### config.mk
export PLATFORM = sky130hd
export DESIGN_NAME = counter
export DESIGN_NICKNAME = d
export VERILOG_FILES = /design/src/rtl/counter.sv
export SDC_FILE = /design/constraint.sdc
export NUM_CORES = 1
export LEC_CHECK = 0
export ABC_CLOCK_PERIOD_IN_PS = 1300
export CAP_MARGIN = 20
export CELL_PAD_IN_SITES_DETAIL_PLACEMENT = 1
export CELL_PAD_IN_SITES_GLOBAL_PLACEMENT = 2
export CORE_AREA = 2 2 39 41
export DETAILED_ROUTE_END_ITERATION = 12
export DIE_AREA = 0 0 41 43
export PLACE_DENSITY_LB_ADDON = 0.05
export SLEW_MARGIN = 40
export SYNTH_ARGS = -nofsm -noshare
export SYNTH_HDL_FRONTEND = slang
export SYNTH_SLANG_ARGS = --single-unit
export TNS_END_PERCENT = 50
### constraint.sdc
create_clock -name clk -period 1.3 [get_ports clk]
set_clock_uncertainty 0.05 [all_clocks]
set_input_delay 0.26 -clock clk [delete_from_list [all_inputs] [get_ports clk]]
set_output_delay 0.26 -clock clk [all_outputs]
set_load 0.05 [all_outputs]
### src/rtl/counter.sv
// Saturating up-counter with synchronous clear (user_reset) and active-low arming (areset).
// Defining COUNTER_WRAP_EN builds a wrapping counter instead of a saturating one.
module counter #(
    parameter int unsigned WIDTH = 4
) (
    input  logic             clk,
    input  logic             user_reset,
    input  logic             areset,
    output logic [WIDTH-1:0] dataout
);

    localparam logic [WIDTH-1:0] MaxCount = '1;

    logic [WIDTH-1:0] count_q;
    logic [WIDTH-1:0] count_d;
    logic             at_max;

    assign at_max = (count_q == MaxCount);

    // user_reset has priority; it is applied in the register block below.
    always_comb begin
        count_d = count_q;
        if (!areset) begin
            count_d = '0;
        end else if (at_max) begin
`ifdef COUNTER_WRAP_EN
            count_d = '0;
`else
            count_d = count_q;
`endif
        end else begin
            count_d = count_q + WIDTH'(1);
        end
    end

    always_ff @(posedge clk) begin
        if (user_reset) begin
            count_q <= '0;
        end else begin
            count_q <= count_d;
        end
    end

    assign dataout = count_q;

endmodule

After elaboration in Yosys (flattened, before gate mapping)
Index checks and enable logic that the tools add are counted.

Bits in registers: 4. Logic and storage cells: 5.

$add $sub $neg: 1. Eq/ne operators: 1. Bitwise gates (word level): 1. Reduce and logical (&&, ||, !) cells: 1.

Operators with widths (count): adder 4 x 1 -> 4 bit, second input constant (1); equality test 4 bit, second input constant (1); OR reduction 2 bit (1); inverter 1 bit (1).

Depth between registers and ports, before layout
Word-level depth: 2. Depth in mapped cells: 3.

Least setup slack after synthesis
Ideal clock, no wire load.

Path kind: reg2reg. From: reg count_q[0], in the netlist dataout[0]. To: reg count_q[1], in the netlist dataout[1]. Arrival: 1.243 ns. Setup slack: -0.113 ns. Cell stages (with the launch flop): 4. Path buffers: 0. Clock period less this slack: 1.413 ns. Cells stage by stage: dfxtp_1 -> ha_1 -> nand3_1 -> mux2i_1.

Word-level cells in the longest chain between the ends: 1. Elaborated cells between the ends (all ways): 2. Those cells by class: add/sub (1); eq/ne (1).

Ends and longest elaborated chain: from (decl) (line 14) `logic [WIDTH-1:0] count_q;`; from (signal assigned) (line 40) `count_q <= count_d;`; adder 4 x 1 -> 4 bit or equality test 4 bit (tied branches) (line 32, 18).

Several ways; a longest one is shown, not always the timed one. A chain may end at the register's enable or synchronous reset.

Worst setup path in the final report
From: reg count_q[2], in the netlist dataout[2]. To: out dataout[2].

RTL lines: to (decl) (line 9) `output logic [WIDTH-1:0] dataout`.

No word-level cell between the ends.

==> summary.txt <==
Root Buffer: clkbuf_4
Post-synth top area cell: dfxtp_1
Post-Syn Instances: 20
Asr flop ratio synth: 0%
Mean Syn Cell Area: 10.1 um^2
Crit-path slowest cell: dfxtp_1
Most frequent cells after synthesis: dfxtp_1, nand3b_1
Most common cell in the netlist: dfxtp_1
Worst EP required: 0.99 ns
Peak ir drop on the vdd network: 0.000431 V
Cell Pwr Density: 942 nW/um^2
Yosys warnings: 0
Crit path DAT: 0.91 ns
Max Slew Vio Count: 0
Max reg flops: 4
Core area: 1380 um^2
Dpl ws: 0.0736 ns
Hold Crit Class: flip-flop to flip-flop
WL/cell: 11.6 um
Placement Rows: 14
Min Clock Period, post-route: 1.22 ns
Worst-path fanout max: 8
Path type of the worst setup path: flip-flop to output pin
Clock H-tree levels: 1
# Post-CTS Setup Buffers: 0
RSZ-0062 raised after global routing: false
Global route overflow: 0
Worst slew pin tran: 0.317 ns
Setup ws final: 0.0752 ns
Post-Synthesis Cell Area: 203 um^2
Status: completed
Max-slew headroom: 78.8%
Via count: 200
Initial Utilization: 14.6%
Chip height: 43 um
Net count, final: 35
Yosys reg bits: 4
Gr usage total: 8.43%
DRT iter0 DRCs: 2
Largest net degree at the start of global routing: 9
Drt pass-1 iters: 2
Fmax: 816 MHz
Final worst path period share: 94.2%
CTS tree: done
Most frequent cells in the layout: buf_12, clkbuf_4
Most common cell after layout, fill and taps aside: buf_12
Crit path depth: 1
Final WL: 520 um
Critical path buffers and inverters: 1
Max cap viols: 0
CP max stage delay: 0.50 ns
Io pins: 7
Initial antenna violation count: 0
First-pass GRT wire length: 897 um
Die Wd: 41 um
Worst Setup Start Kind: flip-flop
TritonCTS Buffers: 3
Fraction of layout cells with a size suffix above 1: 41.4%
Clock tree buffer depth: 2
Top cell type's share of synthesized area: 39.5%
Worst-path clk slew: 0.04 ns
Number of synthesized flops with an enable pin: 0
HPWL Detailed: 392 um
Synth Flop Type: dfxtp_1
Clk_lat worst skew: 0.23 ns
Port Buffer Count: 6
Fin. Hold Viols: 0
Hold buffer count at cts: 0
CP Capture Type: output pin
ANT cells: 0
CP top delay family: flip-flops
Fillers: 164
Mean number of vias per cell: 4.44
Reg2Reg Depth: 3
Min-Delay Path Depth: 2
Layout area overhead: 71.6%
Fin Setup TNS: 0 ns
Synth unique cells: 16
Die area: 1760 um^2
Ranking of synthesized cells by area: dfxtp_1, nand3b_1, a211oi_2, ha_1, mux2i_1
Seq/Total Area, Yosys: 39.5%
Syn Nets: 24
# clock sinks: 4
CTS resizes: 0
CP cell instances: buf_12
Static leakage power: 0.138 nW
Vias in the first global route: 205
Antenna Nets Post-Route: 0
Gpl congestion: 0.645
Final setup fails: 0
DRC: 0
[metal layers]
layer / global-route usage [%] / part of all wire (%) / vias to the layer above
li1: - / - / 95
met1: 8.01 / 39 / 96
met2: 11.6 / 48 / 9
met3: 9.95 / 12 / 0
met4: 2.00 / 0 / 0
met5: 0 / 0 / -
[final cells by class]
type	instances	area (um^2)	share of cell area, %
flip-flops and latches	4	82.6	23.7
repair buffers	6	100	28.8
well taps	16	20.0	5.76
clock buffers	3	22.5	6.47
multi-input cells	16	123	35.3
[cell families (layout without fill, tap and decap cells)]
| family | after synthesis | after routing | synth area share [%] |
|---|---|---|---|
| AO/OA/AOI/OAI | 4 | 4 | 16.0 |
| adder cells (fa/ha/maj) | 1 | 1 | 6.17 |
| buffers and inverters | 0 | 9 | 0 |
| flip-flops | 4 | 4 | 39.5 |
| multiplexers | 1 | 1 | 4.94 |
| AND/OR/NAND/NOR | 10 | 10 | 33.3 |
[where the power goes]
| group | internal, mW | leakage (nW) | switching, mW |
|---|---|---|---|
| Clock | 0.103 | 0.0138 | 0.0514 |
| Sequential | 0.127 | 0.0333 | 0.00597 |
| Combinational | 0.0216 | 0.0911 | 0.0182 |
| Total | 0.252 | 0.138 | 0.0755 |
[path summary, 6_finish.rpt]
check	startpoint	endpoint	slack [ns]
hold reg to reg	dataout[1]	dataout[1]	0.49
setup / recovery	dataout[2]	dataout[2]	0.08
hold / removal	dataout[1]	dataout[1]	0.49
setup reg to reg	dataout[0]	dataout[0]	0.17
[through the flow]
step,instance area [um^2],util (%),hold slack [ns],power [mW],instances
after global placement,325,23.5,0.473,0.175,42
after detailed placement,325,23.5,0.490,0.176,42
after global routing,348,25.1,0.516,0.355,45
after CTS,348,25.1,0.498,0.338,45
final,348,25.1,0.490,0.328,45
after floorplan,205,-,0.365,0.152,20
Power figures use the tool's default switching activity.
